**src/rtl/clksw_pkg.sv**
```systemverilog
// Shared types, defaults and helpers for the clock-switch sequencer.
package clksw_pkg;

   localparam int NUMCLK_DEF      = 2;
   localparam int SYNC_STAGES_DEF = 2;
   localparam int TO_CYCLES_DEF   = 255;
   localparam int RESET_SEL_DEF   = 0;
   localparam int MAXCLK          = 8;
   localparam int MAX_IW          = 3;

   typedef enum logic [1:0] {
      ST_IDLE = 2'd0,
      ST_OFF  = 2'd1,
      ST_ON   = 2'd2,
      ST_FAIL = 2'd3
   } state_e;

   // Widest one-hot; callers size-cast down to their own source count.
   function automatic logic [MAXCLK-1:0] onehot(input logic [MAX_IW-1:0] idx);
      onehot = 8'b0000_0001 << idx;
   endfunction

endpackage

```
**src/rtl/clksw_if.sv**
```systemverilog
// Switch-request handshake between a requester and the clock-switch sequencer.
interface clksw_if
   import clksw_pkg::*;
#(
   parameter int NUMCLK = NUMCLK_DEF
);
   localparam int IW = $clog2(NUMCLK);

   logic          req_valid;
   logic [IW-1:0] req_idx;
   logic          req_ready;

   modport master (output req_valid, output req_idx, input  req_ready);
   modport slave  (input  req_valid, input  req_idx, output req_ready);
endinterface

```
**src/rtl/clksw_sync.sv**
```systemverilog
// Single-bit multi-flop synchronizer with asynchronous active-low reset.
module clksw_sync #(
   parameter int STAGES = 2
) (
   input  logic clk,
   input  logic rst_n,
   input  logic d_i,
   output logic q_o
);
   logic [STAGES-1:0] ff_q;

   // Shift the asynchronous input through the flop chain.
   always_ff @(posedge clk or negedge rst_n) begin
      if (!rst_n) begin
         ff_q <= '0;
      end else begin
         ff_q <= {ff_q[STAGES-2:0], d_i};
      end
   end

   assign q_o = ff_q[STAGES-1];
endmodule

```
**src/rtl/clksw_ctrl.sv**
```systemverilog
// Break-before-make clock-switch sequencer driving a glitch-free clock mux.
// Every select change is confirmed from the mux's synchronized enable status.
module clksw_ctrl
   import clksw_pkg::*;
#(
   parameter int NUMCLK      = NUMCLK_DEF,
   parameter int SYNC_STAGES = SYNC_STAGES_DEF,
   parameter int TO_CYCLES   = TO_CYCLES_DEF,
   parameter int RESET_SEL   = RESET_SEL_DEF,
   localparam int IW         = $clog2(NUMCLK)
) (
   input  logic              clk,
   input  logic              rst_n,
   clksw_if.slave            req,
   output logic [NUMCLK-1:0] sel,
   input  logic [NUMCLK-1:0] clk_active,
   output logic [IW-1:0]     cur_idx,
   output logic              busy,
   output logic              done,
   output logic              err,
   input  logic              err_clr
);
   localparam int                CW        = $clog2(TO_CYCLES + 1);
   localparam logic [CW-1:0]     CNT_LAST  = CW'(TO_CYCLES - 1);
   localparam logic [NUMCLK-1:0] RESET_OH  = NUMCLK'(onehot(MAX_IW'(RESET_SEL)));
   localparam logic [IW-1:0]     RESET_IDX = IW'(RESET_SEL);

   state_e            state_q, state_d;
   logic [NUMCLK-1:0] sel_q, sel_d;
   logic [IW-1:0]     cur_q, cur_d;
   logic [IW-1:0]     tgt_q, tgt_d;
   logic [CW-1:0]     cnt_q, cnt_d;
   logic              done_q, done_d;
   logic              err_q, err_d;
   logic              err_set_s;
   logic [NUMCLK-1:0] act_s;
   logic [NUMCLK-1:0] tgt_oh_s;
   logic [CW-1:0]     cnt_inc_s;
   logic              timeout_s;
   logic              idx_bad_s;

   for (genvar i = 0; i < NUMCLK; i++) begin : g_sync
      clksw_sync #(.STAGES(SYNC_STAGES)) u_sync (
         .clk   (clk),
         .rst_n (rst_n),
         .d_i   (clk_active[i]),
         .q_o   (act_s[i])
      );
   end

   assign tgt_oh_s  = NUMCLK'(onehot(MAX_IW'(tgt_q)));
   assign timeout_s = (cnt_q == CNT_LAST);
   assign cnt_inc_s = (cnt_q == {CW{1'b1}}) ? cnt_q : cnt_q + CW'(1);
   assign idx_bad_s = (32'(req.req_idx) >= 32'(NUMCLK));

   // Next-state, select, counter and completion decode.
   always_comb begin
      state_d   = state_q;
      sel_d     = sel_q;
      cur_d     = cur_q;
      tgt_d     = tgt_q;
      cnt_d     = cnt_q;
      done_d    = 1'b0;
      err_set_s = 1'b0;
      case (state_q)
         ST_IDLE: begin
            if (req.req_valid) begin
               if (idx_bad_s) begin
                  err_set_s = 1'b1;
               end else if (req.req_idx == cur_q) begin
                  done_d = 1'b1;
               end else begin
                  tgt_d   = req.req_idx;
                  sel_d   = '0;
                  cnt_d   = '0;
                  state_d = ST_OFF;
               end
            end else begin
               state_d = ST_IDLE;
            end
         end
         ST_OFF: begin
            if (act_s == '0) begin
               sel_d   = tgt_oh_s;
               cnt_d   = '0;
               state_d = ST_ON;
            end else if (timeout_s) begin
               state_d = ST_FAIL;
            end else begin
               cnt_d = cnt_inc_s;
            end
         end
         ST_ON: begin
            if (act_s == tgt_oh_s) begin
               cur_d   = tgt_q;
               done_d  = 1'b1;
               state_d = ST_IDLE;
            end else if (timeout_s) begin
               state_d = ST_FAIL;
            end else begin
               cnt_d = cnt_inc_s;
            end
         end
         ST_FAIL: begin
            // The old source stays recorded; software has to re-request.
            sel_d     = '0;
            err_set_s = 1'b1;
            state_d   = ST_IDLE;
         end
         default: begin
            state_d = ST_IDLE;
         end
      endcase
      if (err_clr) begin
         err_d = 1'b0;
      end else begin
         err_d = err_q | err_set_s;
      end
   end

   // State and output registers.
   always_ff @(posedge clk or negedge rst_n) begin
      if (!rst_n) begin
         state_q <= ST_IDLE;
         sel_q   <= RESET_OH;
         cur_q   <= RESET_IDX;
         tgt_q   <= RESET_IDX;
         cnt_q   <= '0;
         done_q  <= 1'b0;
         err_q   <= 1'b0;
      end else begin
         state_q <= state_d;
         sel_q   <= sel_d;
         cur_q   <= cur_d;
         tgt_q   <= tgt_d;
         cnt_q   <= cnt_d;
         done_q  <= done_d;
         err_q   <= err_d;
      end
   end

   assign req.req_ready = (state_q == ST_IDLE);
   assign busy          = (state_q != ST_IDLE);
   assign sel           = sel_q;
   assign cur_idx       = cur_q;
   assign done          = done_q;
   assign err           = err_q;
endmodule

```
**src/flat_wrapper.sv**
```systemverilog
// flat-port wrapper written by rule: the top's interface ports become plain ports
module clksw_ctrl_flat import clksw_pkg::*;
#(
   parameter int NUMCLK      = NUMCLK_DEF,
   parameter int SYNC_STAGES = SYNC_STAGES_DEF,
   parameter int TO_CYCLES   = TO_CYCLES_DEF,
   parameter int RESET_SEL   = RESET_SEL_DEF,
   localparam int IW         = $clog2(NUMCLK)
)
  (clk, rst_n, sel, clk_active, cur_idx, busy, done, err, err_clr, req_req_valid, req_req_idx, req_req_ready);
  clksw_if #(.NUMCLK(NUMCLK)) req_i ();
  input  logic clk;
  input  logic rst_n;
  output logic [NUMCLK-1:0] sel;
  input  logic [NUMCLK-1:0] clk_active;
  output logic [IW-1:0] cur_idx;
  output logic busy;
  output logic done;
  output logic err;
  input  logic err_clr;
  input wire logic [$bits(req_i.req_valid)-1:0] req_req_valid;
  input wire logic [$bits(req_i.req_idx)-1:0] req_req_idx;
  output wire logic [$bits(req_i.req_ready)-1:0] req_req_ready;
  assign req_i.req_valid = req_req_valid;
  assign req_i.req_idx = req_req_idx;
  assign req_req_ready = req_i.req_ready;
  clksw_ctrl #(.NUMCLK(NUMCLK), .SYNC_STAGES(SYNC_STAGES), .TO_CYCLES(TO_CYCLES), .RESET_SEL(RESET_SEL)) u_core (.clk(clk), .rst_n(rst_n), .req(req_i), .sel(sel), .clk_active(clk_active), .cur_idx(cur_idx), .busy(busy), .done(done), .err(err), .err_clr(err_clr));
endmodule
```
**config.mk**
```make
export PLATFORM = sky130hd
export DESIGN_NAME = clksw_ctrl_flat
export DESIGN_NICKNAME = d
export VERILOG_FILES = /design/src/rtl/clksw_pkg.sv /design/src/rtl/clksw_if.sv /design/src/rtl/clksw_sync.sv /design/src/rtl/clksw_ctrl.sv /design/src/flat_wrapper.sv
export SDC_FILE = /design/constraint.sdc
export NUM_CORES = 1
export LEC_CHECK = 0
export CAP_MARGIN = 40
export CORE_MARGIN = 2
export CORE_UTILIZATION = 40
export CTS_BUF_LIST = sky130_fd_sc_hd__clkbuf_8
export DETAILED_ROUTE_END_ITERATION = 7
export GPL_TIMING_DRIVEN = 0
export PLACE_DENSITY_LB_ADDON = 0.05
export SLEW_MARGIN = 40
export SYNTH_ARGS = -nofsm -noshare
export SYNTH_HDL_FRONTEND = slang
export SYNTH_SLANG_ARGS = --single-unit
```
**constraint.sdc**
```tcl
create_clock -name clk -period 2.5 [get_ports clk]
set_input_delay 0.625 -clock clk [delete_from_list [all_inputs] [get_ports clk]]
set_output_delay 0.625 -clock clk [all_outputs]
set_load 0.03 [all_outputs]
```
==> results.txt, run 1 <==
----------------------------------------------------
[STA]
  Tightest Pin Transition ... 0.5126 ns
  Highest achievable clock rate ... 0.4781 GHz
  Hold_ws ... 0.3023 ns
  Min cycle time layout ... 2.092 ns
  Ratio of final minimum period to clock period ... 0.8367
  Fin Clk Skew ... 0.004442 ns
  RSZ-0062 raised after global routing ... no
  Final setup TNS ... 0 ns
  Pins Over Slew Limit ... 0
  Worst rel slew slack ... 0.6583
  Setup violators final ... 0
  Number of failing hold endpoints at the final stage ... 0

[Layout]
  Area overhead of the layout relative to synthesis ... 18.31%
  # diodes ... 0
  Nets@finish ... 153
  Share of post-route cells with drive strength above 1 ... 0.1007

[Setup path]
  Element type at the critical path end ... primary output
  Critical path launch point type ... register
  Arrival time of data at the critical path endpoint ... 1.47 ns
  Worst R2R End ... u_core.cnt_q[5]
  Critical setup path kind ... reg -> out
  Biggest fanout along the worst timing path ... 7
  Worst reg-to-reg path cell count ... 8
  Flop-to-flop setup slack ... 0.41 ns
  Startpoint of the worst register-to-register path ... u_core.state_q[0]
  Data required, critical path ... 1.88 ns

[Clock tree]
  Htree depth ... 1
  Post-CTS Hold Buffers ... 0
  Post-cts repair resize count ... 0
  Clock tree from TritonCTS ... built
  Number of buffers added for setup after CTS ... 0
  Maximum number of buffers from clock root to sink ... 2
  Later-pin clock latency in the skew report ... 0.26 ns
  TritonCTS Buffers ... 3
  Clock edge transition at the registers on the reported setup and hold paths ... 0.07 ns
  CTS sink count ... 20
  Cell chosen for the clock root ... sky130_fd_sc_hd__clkbuf_8

[Floorplan]
  Boundary pin count ... 14
  Chip Height ... 58.05 um
  Std-Cell Rows ... 19
  Full die area ... 3370 um2
  Std-Cell Core Area ... 2758 um2
  Effective utilization at floorplan ... 0.4238
  Horizontal die dimension ... 58.05 um

[Yosys]
  Sequential-to-total area share from yosys stat ... 0.4293
  Synth Cell Area ... 1169 um2
  Post-synthesis average cell area ... 9.579 um2
  Nets in the synthesized netlist ... 135
  Number of distinct library cell variants in the gate-level netlist after synthesis ... 40
  Gate count of the mapped netlist ... 122
  Warning count from the yosys run ... 0
  Synthesis-stage register bit count ... 20

[Drt]
  Routed WL per cell ... 14.33 um
  Total vias in the final route ... 996
  Length of the first detailed-routing pass in iterations ... 4
  Count of unresolved DRC violations after routing ... 0
  Number of DRC markers in iteration 0 ... 34
  WL final ... 2436 um
  Antenna violation net count after detailed routing ... 0
  Vias per inst ... 5.859

[Power]
  Power Dens Cells ... 591.7 nW/um2
  Max IR drop VDD ... 0.4247 mV
  Proportion of total power due to net switching ... 0.3206
  Clock network power share ... 0.260
  Share of total power in sequential cells ... 0.463
  Leakage power total ... 0.0005862 uW
  Power dissipated by switching net loads ... 262.3 uW
  Design internal power ... 555.7 uW
  Share of power burned in combinational logic ... 0.277

[Global routing]
  GR Util All Layers ... 0.1699
  Via count of the first global-routing pass ... 968
  Final global-route overflow total ... 0
  Pin count of the biggest net entering global routing ... 21
  First-pass GRT wire length ... 4388 um
  Antenna violations before repair ... 0

[Placement]
  Post-DP HPWL ... 1819 um
  Placer congestion estimate ... 0.8556
  Count of port buffers added during placement ... 13

[Min path]
  Min-Delay Path Class ... in -> async

[Run]
  Maximum capacitance violations ... 0

[Run status]
  Status ... complete, no violations

----------------------------------------------------
[kinds of logic (layout without fill, tap and decap cells)]
family,count (synthesis),after routing,synth area share
adders and majority gates,6,6,0.06424
xor gates and xnor gates,1,1,0.007496
muxes,1,1,0.008566
buffers and inverters,13,30,0.05888
and+or+nand+nor,40,40,0.1799
DFF,20,20,0.4293
AOI/OAI and AO/OA,41,41,0.2516
[layer usage]
layer,up-vias,GRT usage,part of all wire
li1,489,-,-
met1,480,0.2246,0.48
met2,22,0.2727,0.46
met3,5,0.03348,0.046
met4,0,0.06977,0.013
met5,-,0,0
[worst max-delay path, stage by stage, from the launching register on]
cell and delay (ns):
sky130_fd_sc_hd__dfrtp_1 0.43, sky130_fd_sc_hd__inv_1 0.08, sky130_fd_sc_hd__ha_1 0.25, sky130_fd_sc_hd__inv_1 0.14, sky130_fd_sc_hd__dlymetal6s2s_1 0.31
[how the worst max path moves through the flow]
| stage | start | to | slack [ns] | cells past startpoint |
|---|---|---|---|---|
| after floorplan | u_core.state_q[0] | u_core.sel[1] | 0.59 | 7 |
| after global placement | req_req_idx | u_core.sel[1] | 0.22 | 6 |
| after detailed placement | req_req_idx | u_core.sel[1] | 0.19 | 6 |
| after CTS | u_core.state_q[1] | busy | 0.008 | 4 |
| after global routing | u_core.state_q[1] | busy | 0.27 | 4 |
| final | u_core.state_q[1] | busy | 0.41 | 4 |
[power by group through the flow]
stage,logic [uW],registers (uW),clock network [uW]
after floorplan,140,395,0
after global placement,229,384,0
after detailed placement,230,386,0
after CTS,231,379,224
after global routing,252,384,237
final,227,379,213
[flip-flops by register name (all words and copies together) (netlist names)]
register and count:
u_core.state_q 2, u_core.g_sync.u_sync.ff_q 4, u_core.done 1, u_core.err 1, u_core.cur_idx 1, u_core.sel 2, u_core.tgt_q 1, u_core.cnt_q 8
[per-stage QoR]
| step | cells | total power, uW | setup slack [ns] | area, um2 | util |
|---|---|---|---|---|---|
| finish | 170 | 818.0 | 0.4082 | 1383 | 0.5014 |
| global route | 170 | 872.8 | 0.2719 | 1383 | 0.5014 |
| CTS | 170 | 833.6 | 0.008297 | 1378 | 0.4995 |
| detailed placement | 166 | 615.5 | 0.1923 | 1333 | 0.4832 |
| global placement | 166 | 613.1 | 0.2244 | 1338 | 0.4850 |
| floorplan | 122 | 535.1 | 0.5932 | 1169 | - |
[Yosys cell counts (all sizes together)]
library cell / instances / share of area
a32oi: 1 / 0.0075
xor2: 1 / 0.0075
o221ai: 1 / 0.0075
or3: 1 / 0.0054
o31ai: 2 / 0.013
a31o: 1 / 0.0075
inv: 9 / 0.029
nor3b: 2 / 0.013
dfstp: 1 / 0.022
o211a: 1 / 0.0086
o22ai: 2 / 0.011
o21ai: 6 / 0.026
a21o: 1 / 0.0064
a311oi: 1 / 0.022
a221oi: 1 / 0.0075
nand4: 2 / 0.011
o211ai: 1 / 0.0064
nor2: 10 / 0.032
nand2: 7 / 0.022
a41o: 1 / 0.0086
buf: 4 / 0.030
nor3: 3 / 0.013
nand3: 5 / 0.021
and4bb: 1 / 0.011
and3: 4 / 0.021
a31oi: 6 / 0.032
and2: 1 / 0.0054
mux2i: 1 / 0.0086
dfrtp: 19 / 0.41
a21oi: 10 / 0.043
and2b: 1 / 0.0075
ha: 6 / 0.064
a22oi: 1 / 0.011
nand3b: 1 / 0.0064
nor2b: 2 / 0.011
o2bb2ai: 2 / 0.015
a211oi: 1 / 0.0064
o21a: 2 / 0.013
[cell usage in the layout, fill, tap and decap left out, drive strengths merged, types with 3 or more instances in the layout]
cell type       n
nor2           10
a21oi          10
o21ai           6
dfrtp          19
inv            10
buf             5
clkbuf          3
and3            4
a31oi           6
clkdlybuf4s50  10
ha              6
nor3            3
nand3           5
nand2           7
[cell type report]
type,instances,area [um2]
Inverter,9,33.78
Sequential cell,20,501.7
Multi-Input combinational cell,89,598.1
Tap cell,31,38.79
Fill cell,264,1375
Clock buffer,3,41.29
Clock inverter,1,3.754
Buffer,4,35.03
Timing Repair Buffer,13,130.1
Power figures use the tool's default switching activity.
==> inputs of run 2 (changes only) <==
==> constraint.sdc (replaced) <==
create_clock -name clk -period 2 [get_ports clk]
set_input_delay 0.5 -clock clk [delete_from_list [all_inputs] [get_ports clk]]
set_output_delay 0.5 -clock clk [all_outputs]
set_load 0.03 [all_outputs]
==> results.txt, run 2 (same netlist as run 1, synthesis figures left out) <==
----------------------------------------------------
[Clock tree]
  Maximum number of buffers from clock root to sink ... 2 (unchanged)
  Htree depth ... 1 (unchanged)
  Later-pin clock latency in the skew report ... 0.25 ns (was 0.26 ns)
  TritonCTS Buffers ... 3 (unchanged)
  Post-CTS Hold Buffers ... 0 (unchanged)
  Clock tree from TritonCTS ... built (unchanged)
  CTS sink count ... 20 (unchanged)
  Cell chosen for the clock root ... sky130_fd_sc_hd__clkbuf_8 (unchanged)
  Clock edge transition at the registers on the reported setup and hold paths ... 0.07 ns (about the same)

[Layout]
  Area overhead of the layout relative to synthesis ... 22.81% (was 18.31%)
  # diodes ... 0 (unchanged)
  Number of inserted filler cells in the final layout ... 258 (was 264)
  Area occupied by multi-input gates ... 610.6 um2 (was 598.1 um2)
  Max reg flops ... 8 (unchanged)
  Nets@finish ... 159 (was 153)
  Final standard cell utilization of the core ... 0.5204 (was 0.5014)
  Commonest non-fill, non-tap cell in the layout ... sky130_fd_sc_hd__dfrtp_1 (unchanged)
  Sequential cell area ... 501.7 um2 (unchanged)
  Largest registers ... u_core.cnt_q x8, u_core.g_sync.u_sync.ff_q x4 (unchanged)
  Register name with the most flops ... u_core.cnt_q (unchanged)
  Share of post-route cells with drive strength above 1 ... 0.1724 (was 0.1007)
  Commonest cells after routing, fill and taps aside ... sky130_fd_sc_hd__dfrtp_1, sky130_fd_sc_hd__a21oi_1, sky130_fd_sc_hd__nor2_1, sky130_fd_sc_hd__clkdlybuf4s50_1, sky130_fd_sc_hd__inv_1 (was sky130_fd_sc_hd__dfrtp_1, sky130_fd_sc_hd__inv_1, sky130_fd_sc_hd__a21oi_1, sky130_fd_sc_hd__nor2_1, sky130_fd_sc_hd__clkdlybuf4s50_1)

[Setup path]
  Element type at the critical path end ... primary output (unchanged)
  Critical setup path kind ... reg -> out (unchanged)
  Critical path launch point type ... register (unchanged)
  Capture point of the critical path ... sel[0] (was busy)
  Cell count along the critical path ... 1 (was 4)
  Slowest cell on the critical path ... sky130_fd_sc_hd__clkdlybuf4s50_1 (was sky130_fd_sc_hd__dfrtp_1)
  Largest delay share family, worst path ... buffers and inverters (unchanged)
  Data required, critical path ... 1.50 ns (was 1.88 ns)
  Worst reg-to-reg path cell count ... 8 (unchanged)
  Worst R2R End ... u_core.cnt_q[5] (unchanged)
  Startpoint of the worst register-to-register path ... u_core.state_q[0] (unchanged)
  Biggest fanout along the worst timing path ... 3 (was 7)
  Arrival time of data at the critical path endpoint ... 1.45 ns (was 1.47 ns)
  Ordered cell list for the critical path ... clkdlybuf4s50_1 (was inv_1 -> ha_1 -> inv_1 -> dlymetal6s2s_1)
  Buf/Inv on CP ... 1 (was 3)
  Slowest Stage Delay on Critical Path ... 0.66 ns (was 0.43 ns)
  Flop-to-flop setup slack ... 0.10 ns (was 0.41 ns)
  Origin of the worst setup path ... u_core.sel[0] (was u_core.state_q[1])

[Drt]
  Routed WL per cell ... 14.38 um (was 14.33 um)
  Met3 Wirelength ... 107 um (was 113 um)
  Length of the first detailed-routing pass in iterations ... 4 (unchanged)
  Vias per inst ... 5.744 (was 5.859)
  Number of DRC markers in iteration 0 ... 35 (was 34)
  Top layer in use ... met4 (unchanged)
  Antenna violation net count after detailed routing ... 0 (unchanged)
  Metal2 WL ... 1134 um (was 1110 um)
  WL final ... 2530 um (was 2436 um)
  Total routed wire length on the met1 layer ... 1237 um (was 1180 um)
  Total vias in the final route ... 1011 (was 996)
  Count of unresolved DRC violations after routing ... 0 (unchanged)

[Placement]
  Post-DP HPWL ... 1819 um (unchanged)
  Count of port buffers added during placement ... 13 (unchanged)
  Placer congestion estimate ... 0.8556 (unchanged)

[STA]
  Min cycle time layout ... 1.953 ns
  Setup violators final ... 0 (unchanged)
  Worst rel slew slack ... 0.6826 (was 0.6583)
  Ratio of final minimum period to clock period ... 0.9764
  Fin Clk Skew ... 0.002781 ns (was 0.004442 ns)
  Highest achievable clock rate ... 0.5121 GHz
  Pins Over Slew Limit ... 0 (unchanged)
  Tightest Pin Transition ... 0.4760 ns (was 0.5126 ns)
  RSZ-0062 raised after global routing ... yes (was no)
  Number of failing hold endpoints at the final stage ... 0 (unchanged)
  Final setup TNS ... 0 ns (unchanged)

[Floorplan]
  Std-Cell Rows ... 19 (unchanged)
  Chip Height ... 58.05 um (unchanged)
  Effective utilization at floorplan ... 0.4238 (unchanged)
  Full die area ... 3370 um2 (unchanged)
  Horizontal die dimension ... 58.05 um (unchanged)
  Std-Cell Core Area ... 2758 um2 (unchanged)
  Boundary pin count ... 14 (unchanged)

[Global routing]
  First-pass GRT wire length ... 4416 um (was 4388 um)
  Via count of the first global-routing pass ... 968 (unchanged)
  Final global-route overflow total ... 0 (unchanged)
  GR Util All Layers ... 0.1709 (was 0.1699)
  Pin count of the biggest net entering global routing ... 21 (unchanged)
  Antenna violations before repair ... 0 (unchanged)

[Min path]
  Min-Delay Path Class ... in -> async (unchanged)

[Power]
  Power Dens Cells ... 717.2 nW/um2 (was 591.7 nW/um2)
  Max IR drop VDD ... 0.5334 mV (was 0.4247 mV)
  Leakage power total ... 0.0005956 uW (was 0.0005862 uW)

[Run]
  Maximum capacitance violations ... 0 (unchanged)

[Run status]
  Status ... complete, no violations (unchanged)

----------------------------------------------------
## run 2: cell type report
class | instances | share of cell area
sequential | 20 | 0.3496
clock buffer | 3 | 0.02877
inverter | 9 | 0.02354
buffer | 4 | 0.02441
multi-input combinational | 89 | 0.4255
clock inverter | 1 | 0.002616
tap | 31 | 0.02703
timing repair buffer | 19 | 0.1186
## run 2: how the worst min path moves through the flow
stage / start / slack [ns] / to / cells after the start
after global placement: u_core.g_sync[0].u_sync.ff_q[0] / 0.34 / u_core.g_sync[0].u_sync.ff_q[1] / 0
after detailed placement: u_core.g_sync[0].u_sync.ff_q[0] / 0.33 / u_core.g_sync[0].u_sync.ff_q[1] / 0
after CTS: rst_n / 0.19 / u_core.g_sync[1].u_sync.ff_q[1] / 1
final: rst_n / 0.19 / u_core.g_sync[1].u_sync.ff_q[1] / 1
after global routing: rst_n / 0.21 / u_core.g_sync[1].u_sync.ff_q[0] / 1
after floorplan: rst_n / 0.20 / u_core.cnt_q[0] / 0
## run 2: per-layer routing
metal / GRT usage / vias up
met5: 0 / -
met4: 0.06977 / 0
met3: 0.03348 / 7
li1: - / 500
met2: 0.2727 / 25
met1: 0.2274 / 479
## run 2: where the power goes
group | switching (uW) | internal [uW] | leakage (uW) | total [uW]
registers | 38.1 | 437 | 0.000261 | 475
clock network | 129 | 136 | 0.0000269 | 265
logic | 165 | 124 | 0.000307 | 289
total | 332 | 698 | 0.000596 | 1030
## run 2: what timing repair did
item | 4_1_cts | 5_1_grt
setup endpoints to repair | 10 | 4
gates resized for setup | 4 | 4
hold endpoints to repair | 0 | 0
setup buffers | 2 | 4
pin swaps | 1 | 3
## run 2: per-stage QoR
step	worst slack (ns)	std cells	cell area (um2)	total power, uW	hold WS (ns)
final	0.04720	176	1435	1029	0.1901
after global routing	-0.01694	176	1435	1096	0.2125
after CTS	0.009595	172	1393	1039	0.1927
after detailed placement	-0.1827	166	1333	769.4	0.3347
after global placement	-0.1506	166	1338	766.3	0.3361
after floorplan	0.09316	122	1169	668.9	0.2044
